[src/rtl/ballot_unit_if.sv]
`default_nettype none
// ============================================================================
//  Module   : ballot_unit_if
//  Purpose  : Vote bus between the voter console (master) and the vote
//             counter (slave). One vote is one cycle of vote_enable with
//             the candidate code on vote_input.
//  Signals  : vote_input  [1:0]  candidate code A=00 B=01 C=10, 11 when idle
//             vote_enable        single-cycle vote strobe
//  Revision : 1.0  initial release
// ============================================================================
interface ballot_unit_if;
    logic [1:0] vote_input;
    logic       vote_enable;

    modport master (output vote_input, output vote_enable);
    modport slave  (input  vote_input, input  vote_enable);
endinterface
`default_nettype wire

[src/rtl/ballot_unit.sv]
`default_nettype none
// ============================================================================
//  Module   : ballot_unit
//  Purpose  : Voter-side console. The presiding officer arms one ballot,
//             three candidate buttons are debounced, and exactly one vote
//             strobe is issued per arm. The unit then locks until every
//             button is released. Counts ballots issued (saturating).
//  Ports    : clk, reset (async, active-high)
//             arm                 officer pulse, sampled in IDLE only
//             btn_a/btn_b/btn_c   candidate buttons, already synchronised
//             vote (master)       vote_input / vote_enable bus
//             ready               ballot open and awaiting a press
//             ballots_cast [7:0]  votes issued since reset, holds at 255
//             timeout_flag        one-cycle pulse when an armed ballot expires
//  Options  : BALLOT_TIMEOUT_EN  enables ballot expiry after TIMEOUT_CYCLES;
//             without it the ballot waits forever and timeout_flag is 0.
//  Revision : 1.0  initial release
// ============================================================================
module ballot_unit #(
    parameter int DEBOUNCE_CYCLES = 4
`ifdef BALLOT_TIMEOUT_EN
    ,
    parameter int TIMEOUT_CYCLES  = 1000
`endif
) (
    input  wire logic          clk,
    input  wire logic          reset,
    input  wire logic          arm,
    input  wire logic          btn_a,
    input  wire logic          btn_b,
    input  wire logic          btn_c,
    ballot_unit_if.master      vote,
    output logic               ready,
    output logic [7:0]         ballots_cast,
    output logic               timeout_flag
);

    localparam int DEB_W = $clog2(DEBOUNCE_CYCLES + 1);

    typedef enum logic [2:0] {
        S_IDLE     = 3'd0,
        S_ARMED    = 3'd1,
        S_DEBOUNCE = 3'd2,
        S_EMIT     = 3'd3,
        S_RELEASE  = 3'd4
    } state_t;

    state_t           state;
    logic [2:0]       buttons;
    logic [2:0]       choice;
    logic [DEB_W-1:0] deb_cnt;
    logic             one_hot;
    logic             same_pattern;
    logic             emit_due;
    logic [1:0]       choice_code;

    assign buttons      = {btn_c, btn_b, btn_a};
    assign one_hot      = (buttons == 3'b001) || (buttons == 3'b010) || (buttons == 3'b100);
    assign same_pattern = (buttons == choice);
    // The press has been stable for DEBOUNCE_CYCLES samples and is still held.
    assign emit_due     = (state == S_DEBOUNCE) && same_pattern
                          && (deb_cnt == DEB_W'(DEBOUNCE_CYCLES));

    always_comb begin
        choice_code = 2'b11;
        case (choice)
            3'b001:  choice_code = 2'b00;
            3'b010:  choice_code = 2'b01;
            3'b100:  choice_code = 2'b10;
            default: choice_code = 2'b11;
        endcase
    end

`ifdef BALLOT_TIMEOUT_EN
    localparam int TMO_W = (TIMEOUT_CYCLES > 1) ? $clog2(TIMEOUT_CYCLES) : 1;
    logic [TMO_W-1:0] tmo_cnt;
    logic             tmo_due;
    assign tmo_due = ((state == S_ARMED) || (state == S_DEBOUNCE))
                     && (tmo_cnt == TMO_W'(TIMEOUT_CYCLES - 1));
`else
    assign timeout_flag = 1'b0;
`endif

    always_ff @(posedge clk or posedge reset) begin
        if (reset) begin
            state            <= S_IDLE;
            choice           <= 3'b000;
            deb_cnt          <= '0;
            vote.vote_input  <= 2'b11;
            vote.vote_enable <= 1'b0;
            ready            <= 1'b0;
            ballots_cast     <= 8'd0;
`ifdef BALLOT_TIMEOUT_EN
            tmo_cnt          <= '0;
            timeout_flag     <= 1'b0;
`endif
        end else begin
            // Strobe and code are only ever presented together for one cycle.
            vote.vote_enable <= 1'b0;
            vote.vote_input  <= 2'b11;
`ifdef BALLOT_TIMEOUT_EN
            timeout_flag     <= 1'b0;
`endif
            case (state)
                S_IDLE: begin
                    ready <= 1'b0;
                    if (arm) begin
                        state   <= S_ARMED;
                        ready   <= 1'b1;
                        deb_cnt <= '0;
`ifdef BALLOT_TIMEOUT_EN
                        tmo_cnt <= '0;
`endif
                    end
                end
                S_ARMED: begin
                    if (one_hot) begin
                        choice  <= buttons;
                        deb_cnt <= DEB_W'(1);
                        state   <= S_DEBOUNCE;
                    end
                end
                S_DEBOUNCE: begin
                    if (emit_due) begin
                        state            <= S_EMIT;
                        ready            <= 1'b0;
                        deb_cnt          <= '0;
                        vote.vote_enable <= 1'b1;
                        vote.vote_input  <= choice_code;
                        if (ballots_cast != 8'hFF)
                            ballots_cast <= ballots_cast + 8'd1;
                    end else if (same_pattern) begin
                        deb_cnt <= deb_cnt + 1'b1;
                    end else begin
                        // Release, different button or extra button: start over.
                        deb_cnt <= '0;
                        state   <= S_ARMED;
                    end
                end
                S_EMIT: begin
                    state <= S_RELEASE;
                end
                S_RELEASE: begin
                    if (buttons == 3'b000)
                        state <= S_IDLE;
                end
                default: begin
                    state <= S_IDLE;
                    ready <= 1'b0;
                end
            endcase
`ifdef BALLOT_TIMEOUT_EN
            // Expiry overrides any ARMED/DEBOUNCE transition except a vote.
            if ((state == S_ARMED) || (state == S_DEBOUNCE)) begin
                tmo_cnt <= tmo_cnt + 1'b1;
                if (tmo_due && !emit_due) begin
                    state        <= S_IDLE;
                    ready        <= 1'b0;
                    deb_cnt      <= '0;
                    timeout_flag <= 1'b1;
                end
            end
`endif
        end
    end

endmodule
`default_nettype wire

[src/flat_wrapper.sv]
// flat-port wrapper written by rule: the top's interface ports become plain ports
module ballot_unit_flat 
#(
    parameter int DEBOUNCE_CYCLES = 4

)
  (clk, reset, arm, btn_a, btn_b, btn_c, ready, ballots_cast, timeout_flag, vote_vote_input, vote_vote_enable);
  ballot_unit_if vote_i ();
  input  wire logic clk;
  input  wire logic reset;
  input  wire logic arm;
  input  wire logic btn_a;
  input  wire logic btn_b;
  input  wire logic btn_c;
  output logic ready;
  output logic [7:0] ballots_cast;
  output logic timeout_flag;
  output wire logic [$bits(vote_i.vote_input)-1:0] vote_vote_input;
  output wire logic [$bits(vote_i.vote_enable)-1:0] vote_vote_enable;
  assign vote_vote_input = vote_i.vote_input;
  assign vote_vote_enable = vote_i.vote_enable;
  ballot_unit #(.DEBOUNCE_CYCLES(DEBOUNCE_CYCLES)) u_core (.clk(clk), .reset(reset), .arm(arm), .btn_a(btn_a), .btn_b(btn_b), .btn_c(btn_c), .vote(vote_i), .ready(ready), .ballots_cast(ballots_cast), .timeout_flag(timeout_flag));
endmodule
[config.mk]
export PLATFORM = sky130hd
export DESIGN_NAME = ballot_unit_flat
export DESIGN_NICKNAME = d
export VERILOG_FILES = /design/src/rtl/ballot_unit_if.sv /design/src/rtl/ballot_unit.sv /design/src/flat_wrapper.sv
export SDC_FILE = /design/constraint.sdc
export NUM_CORES = 1
export LEC_CHECK = 0
export CORE_ASPECT_RATIO = 1.75
export CORE_MARGIN = 2
export CORE_UTILIZATION = 45
export CTS_BUF_LIST = sky130_fd_sc_hd__clkbuf_4 sky130_fd_sc_hd__clkbuf_8 sky130_fd_sc_hd__clkbuf_16
export CTS_CLUSTER_SIZE = 10
export DETAILED_ROUTE_END_ITERATION = 10
export PLACE_DENSITY = 0.69
export SLEW_MARGIN = 20
export SYNTH_ARGS = -nofsm -noshare
export SYNTH_HDL_FRONTEND = slang
export SYNTH_SLANG_ARGS = --single-unit
[constraint.sdc]
create_clock -name clk -period 2.7 [get_ports clk]
set_input_delay 0.54 -clock clk [delete_from_list [all_inputs] [get_ports clk]]
set_output_delay 0.54 -clock clk [all_outputs]
set_load 0.1 [all_outputs]
==> impl_results.md, run 1 <==
* Status: finished, final reports clean
* Crit-path slowest cell: clkdlybuf4s50_1
* Setup TNS at 0 ns
* Clock Power Share at 20.1%
* Crit path kind: in -> reg
* Die extent in x at 42.6 um
* Avg Cell Area, Syn at 10.8 um^2
* Area contributors post-synth: dfrtp_1, mux2_2, dfstp_2
* Combinational Power Share at 34.8%
* Vias in the first global route at 889
* Max-cap viol count at 0
* Critical path cell sequence: clkdlybuf4s50_1 > xnor2_1 > nand4_2 > nor4_1 > mux2_2
* PnR Total Power at 1.05 mW
* Post-Place Cells at 149
* P&R area growth vs syn at 17.0%
* Die ar. at 0.00305 mm^2
* Layout cells sized above 1 at 24.4%
* Overflow after GRT at 0
* Post-CTS setup repair buffer count at 0
* Ports at 19
* Cell variety after synth at 40
* CTS root buf: clkbuf_8
* Yosys warns at 0
* Die height at 71.6 um
* Clock skew at 0.000424 ns
* Clock latency on the worst-skew pair at 0.25 ns
* Via density at 5.63
* Setup-failing EPs final at 0
* RSZ-0062 raised after global routing: no
* Initial antenna violation count at 0
* Hold-fix buffers at CTS at 0
* Layout Cells excl Fill at 153
* Crit-path leading delay family: simple AND/OR/NAND/NOR gates
* Num CTS Buffers at 3
* First-pass GRT wire length at 4.08 mm
* Worst Path Required at 2.84 ns
* Initial Util at 47.1%
* Largest net degree at the start of global routing at 22
* Crit path capture type: flip-flop
* GPL Wtd Cong at 0.850
* CTS clk-pin slew, worst paths at 0.07 ns
* Sequential-to-total area share from yosys stat at 45.0%
* Flop pwr share at 45.1%
* CP bufs+invs at 1
* Final Critical Period at 2.18 ns
* Drt wl/cell at 14.6 um
* Placeable Area at 0.00249 mm^2
* Starting DRT DRC Count at 22
* Power per Cell Area at 764 mW/mm^2
* Max Fclk at 459 MHz
* Cell Area, Synth at 0.00117 mm^2
* Worst path max stage delay at 0.50 ns
* Final slew viol count at 0
* Most common cell after layout, fill and taps aside: dfrtp_1
* Num Clock Sinks at 21
* Fin crit share at 80.6%
* Critical Path Start Type: input pin
* Total routed wirelength at 2.23 mm
* Net Sw Frac at 37.4%
* CTS max path bufs at 2
* Post-DRT Antenna Nets at 0
* Synth top area share at 40.5%
* Via Count at 862
* Worst-path fanout max at 10
* CTS tree: yes
* HPWL after detailed placement at 1.70 mm
* Slew @ Worst Pin at 0.807 ns
* DRT Pass-1 Iters at 4
* Peak supply drop at 507 uV
* Internal at 0.657 mW
* Post-route cell area at 0.00137 mm^2
* Relative slew slack at 46.2%
* Net Count, Synth at 118
* CTS resizes at 0
* DRC Markers at 0
* Cell leakage power at 0.626 nW
* Net Sw Power at 0.392 mW
* Port-buffer cells at 17
* Total GRT Usage at 17.7%
* Cell row count at 24
* # H-tree levels at 1
* Mapped Cells at 109
* Most frequent cells in the layout: dfrtp_1, buf_4, nand2_1
* #FFs+latches synth at 21
* Cell taking the most area after synthesis: dfrtp_1
* Nets at 137
* Hold WC Path Type: reg -> reg
* Cell Area, Placed at 0.00132 mm^2
* Arr. time, crit path at 2.32 ns
* N_diodes at 0
* Final Hold Viols at 0
## power groups by stage
stage / logic (mW) / registers (mW) / clock network (mW)
final: 0.365 / 0.473 / 0.210
after global routing: 0.405 / 0.484 / 0.231
after CTS: 0.367 / 0.471 / 0.218
after detailed placement: 0.363 / 0.476 / 0
after global placement: 0.355 / 0.474 / 0
after floorplan: 0.271 / 0.492 / 0
## worst register-to-register path, delay by kind of cell, from the launching register on
family	cells	cell delay, ns
muxes	1	0.35
DFF	1	0.40
buffers and inverters	1	0.07
adders and majority gates	1	0.18
and+or+nand+nor	3	0.72
## metrics by stage
stage / setup slack (ns) / utilization [%] / hold WS, ns
floorplan: 0.610 / - / 0.491
finish: 0.524 / 55.1 / 0.535
detailed placement: 0.252 / 53.1 / 0.525
CTS: 0.529 / 55.1 / 0.540
global route: 0.357 / 55.1 / 0.555
global placement: 0.327 / 53.1 / 0.516
## flip-flops by register name, indices dropped and copies added, names as in the netlist
| register | flops |
|---|---|
| u_core.ballots_cast | 8 |
| u_core.choice | 3 |
| u_core.deb_cnt | 3 |
| u_core.ready | 1 |
| u_core.state | 3 |
| u_core.vote.vote_enable | 1 |
| u_core.vote.vote_input | 2 |
## final timing paths
kind	from	endpoint	slack, ns	cells past startpoint
worst max-delay path	btn_c	u_core.ballots_cast[7]	0.52	5
worst min-delay path	u_core.ballots_cast[0]	u_core.ballots_cast[0]	0.53	1
worst max register to register	u_core.deb_cnt[0]	u_core.ballots_cast[6]	0.87	6
worst min register to register	u_core.ballots_cast[0]	u_core.ballots_cast[0]	0.53	1
max in group asynchronous	reset	u_core.state[0]	1.46	2
min in group asynchronous	reset	u_core.ballots_cast[0]	0.74	2
## cells in the mapped netlist
master	n
and2b_1	1
nand2_1	9
nand4_1	3
dfstp_2	2
and3_1	1
or2_1	1
a22oi_1	1
nor2b_1	2
nand3_1	4
mux2i_1	1
clkbuf_1	1
a21oi_1	2
buf_4	2
nor2_1	8
o211ai_1	1
nand2b_1	2
a21o_1	1
inv_1	3
xnor2_1	5
nor3_1	1
dfrtp_1	19
nor3b_1	2
xor2_1	5
nor4b_1	1
nor4_4	2
nor3b_2	1
nand4_2	1
a22o_1	1
conb_1	1
nand3b_1	1
ha_1	3
a211o_1	1
and4_1	1
o21bai_1	2
and2_1	1
o311ai_0	2
o21ai_0	4
buf_6	1
mux2_2	8
nor4_1	1
## cells by family (layout without fill, tap and decap cells)
family | Yosys count | count (layout) | synth area share (%)
and+or+nand+nor | 43 | 43 | 23.2
other | 1 | 1 | 0.320
AOI/OAI and AO/OA | 15 | 15 | 8.74
adders and majority gates | 3 | 3 | 3.20
DFF | 21 | 21 | 45.0
buffers and inverters | 7 | 25 | 3.52
muxes | 9 | 9 | 8.53
xor gates and xnor gates | 10 | 10 | 7.46
## layer usage
layer	wire length [um]	part of all wire (%)	vias up	GRT usage (%)
met5	0	0	-	0
met4	92	4.1	0	12.2
li1	-	-	419	-
met3	85	3.8	12	2.27
met1	859	38	397	19.2
met2	1200	54	34	30.9
## layout make-up
class	instances	area, um^2
clock buffers	4	48.8
fillers	223	1120
flip-flops and latches	21	528
well taps	26	32.5
inverters	3	11.3
repair buffers	18	148
multi-input cells	81	604
Note: power is estimated with default switching activity, not from simulation.
==> run 2: changes to the inputs <==
--- a/config.mk
+++ b/config.mk
@@ -11,7 +11,7 @@
 export CTS_BUF_LIST = sky130_fd_sc_hd__clkbuf_4 sky130_fd_sc_hd__clkbuf_8 sky130_fd_sc_hd__clkbuf_16
 export CTS_CLUSTER_SIZE = 10
 export DETAILED_ROUTE_END_ITERATION = 10
-export PLACE_DENSITY = 0.69
+export PLACE_DENSITY = 0.72
 export SLEW_MARGIN = 20
 export SYNTH_ARGS = -nofsm -noshare
 export SYNTH_HDL_FRONTEND = slang
==> constraint.sdc (replaced) <==
create_clock -name clk -period 1.8 [get_ports clk]
set_input_delay 0.36 -clock clk [delete_from_list [all_inputs] [get_ports clk]]
set_output_delay 0.36 -clock clk [all_outputs]
set_load 0.1 [all_outputs]
==> run 2 against run 1 <==
Against the previous run: non-clock buffer count grew 13; combinational power increased by 100%; clock-buffer cell count unchanged; cell area rose by 21%; critical path type unchanged; critical endpoint is now u_core.deb_cnt[2]; largest power group is now combinational cells.
==> impl_results.md, run 2 (same netlist as run 1, synthesis figures left out) <==
* FF-to-FF End: u_core.ballots_cast[6]
* Nets at 150 (+9.5%)
* Worst Path Required at 1.95 ns (-0.89 ns)
* P&R area growth vs syn at 41.3%
* Internal at 1.10 mW (+68%)
* DRC Markers at 0 (unchanged)
* Port-buffer cells at 17 (unchanged)
* Layout Cells excl Fill at 166 (+8.5%)
* Fill cells at 178 (-20%)
* Final Hold Viols at 0 (unchanged)
* Setup TNS at 0 ns (unchanged)
* CTS tree: yes
* Layout cells sized above 1 at 40.7% (+16 points)
* Final slew viol count at 0 (unchanged)
* RSZ-0062 raised after global routing: no
* Largest net degree at the start of global routing at 22 (unchanged)
* Ports at 19 (unchanged)
* Post-DRT Antenna Nets at 0 (unchanged)
* N_diodes at 0 (unchanged)
* Placeable Area at 0.00249 mm^2 (unchanged)
* Die height at 71.6 um (unchanged)
* Hold WC Path Type: in -> async
* Total GRT Usage at 17.9% (+0.17 points)
* Die ar. at 0.00305 mm^2 (unchanged)
* Net Sw Power at 0.624 mW (+59%)
* GPL Wtd Cong at 0.784 (-7.8%)
* Clock Power Share at 18.5% (-1.6 points)
* Peak supply drop at 760 uV (+50%)
* Flop pwr share at 38.9% (-6.2 points)
* CTS clk-pin slew, worst paths at 0.08 ns (about the same)
* Top reg by flops: u_core.ballots_cast
* Die extent in x at 42.6 um (unchanged)
* First-pass GRT wire length at 4.13 mm (+1.2%)
* Crit path capture type: flip-flop
* Power per Cell Area at 1040 mW/mm^2 (+36%)
* # H-tree levels at 1 (unchanged)
* Worst Slack Setup Final at 0.0756 ns (-0.448 ns)
* Post-CTS setup repair buffer count at 0 (unchanged)
* Setup-failing EPs final at 0 (unchanged)
* Dpl ws at -0.396 ns (-0.649 ns)
* Cell row count at 24 (unchanged)
* Worst-path fanout max at 5 (-5)
* Crit path kind: in -> reg
* Post-Place Cells at 162 (+8.7%)
* Clock latency on the worst-skew pair at 0.26 ns (about the same)
* Max Fclk at 580 MHz
* Cell leakage power at 0.740 nW (+18%)
* Overflow after GRT at 0 (unchanged)
* Initial Util at 47.1% (unchanged)
* Num CTS Buffers at 3 (unchanged)
* Number of flip-flops under the largest register name at 8 (unchanged)
* Hold-fix buffers at CTS at 0 (unchanged)
* HPWL after detailed placement at 1.95 mm (+15%)
* Total routed wirelength at 2.45 mm (+9.7%)
* Drt wl/cell at 14.8 um (+1.1%)
* Fin util at 66.5% (+11 points)
* CTS max path bufs at 2 (unchanged)
* Critical Path Start Type: input pin
* Num Clock Sinks at 21 (unchanged)
* Fin crit share at 95.8%
* Initial antenna violation count at 0 (unchanged)
* Via Count at 936 (+8.6%)
* Final Critical Period at 1.72 ns
* Combinational Power Share at 42.6% (+7.8 points)
* R2R Path Start: u_core.deb_cnt[0]
* Starting DRT DRC Count at 23 (+4.5%)
* PnR Total Power at 1.73 mW (+65%)
* Most frequent cells in the layout: buf_4, buf_12, dfrtp_1
* Net Sw Frac at 36.1% (-1.3 points)
* Status: finished, final reports clean
* Worst Reg-to-Reg Cells at 6 (unchanged)
* Via density at 5.64 (about the same)
* Arr. time, crit path at 1.87 ns (-0.45 ns)
* Most common cell after layout, fill and taps aside: buf_4
* DRT Pass-1 Iters at 4 (unchanged)
* Clock skew at 0.00438 ns (+0.00396 ns)
* Flop2flop setup slack at 0.12 ns (-0.75 ns)
* Max-cap viol count at 0 (unchanged)
* Vias in the first global route at 953 (+7.2%)
* CTS root buf: clkbuf_8
run 2: cell types whose count changed in the layout (fill, tap and decap cells not counted), sizes merged:
cell / delta
clkdlybuf4s50: -2
buf: +13
dlygate4sd2: +2
run 2: power by group through the flow:
stage                     clock network, mW  registers [mW]  logic [mW]
final                                 0.320           0.672       0.735
after detailed placement                  0           0.671       0.700
after global routing                  0.347           0.683       0.792
after global placement                    0           0.667       0.675
after CTS                             0.328           0.669       0.724
after floorplan                           0           0.738       0.407
run 2: worst max-delay path, stage by stage:
cell             delay (ns)
clkdlybuf4s50_1        0.46
buf_4                  0.18
o21ai_0                0.07
o211ai_1               0.16
buf_4                  0.17
a21o_1                 0.17
a211o_1                0.29
run 2: layout make-up:
type	instances	area [um^2]	share of cell area, %
Inverter	3	11.3	0.679
Clock buffer	4	48.8	2.94
Sequential cell	21	537	32.4
Multi-Input combinational cell	81	636	38.3
Timing Repair Buffer	31	393	23.7
Tap cell	26	32.5	1.96
run 2: worst max-delay path by stage:
| stage | startpoint | slack (ns) | to | cells past startpoint |
|---|---|---|---|---|
| 6_report | btn_a | 0.08 | u_core.deb_cnt[2] | 7 |
| 5_1_grt | btn_a | 0.001 | u_core.ballots_cast[7] | 5 |
| 4_1_cts | btn_a | 0.01 | u_core.ballots_cast[6] | 6 |
| 3_5_place_dp | btn_b | -0.40 | u_core.ballots_cast[6] | 6 |
| 3_3_place_gp | btn_b | -0.29 | u_core.ballots_cast[6] | 6 |
| 2_1_floorplan | u_core.deb_cnt[0] | 0.05 | u_core.ballots_cast[6] | 7 |
run 2: through the flow:
stage	hold WS (ns)	instance area (um^2)
5_1_grt	0.460	1660
2_1_floorplan	0.335	1180
6_report	0.429	1660
3_5_place_dp	0.533	1580
4_1_cts	0.433	1640
3_3_place_gp	0.510	1580
run 2: what timing repair did:
item,CTS,global route
endpoints found under the setup margin,8,3
cloned,0,0
gates resized for setup,5,3
run 2: per-layer routing:
| metal | wire length [um] | part of all wire [%] | track usage [%] |
|---|---|---|---|
| met1 | 848 | 35 | 16.3 |
| met2 | 1460 | 59 | 35.7 |
| met3 | 78 | 3.2 | 2.52 |
| met4 | 68 | 2.8 | 9.38 |
| met5 | 0 | 0 | 0 |
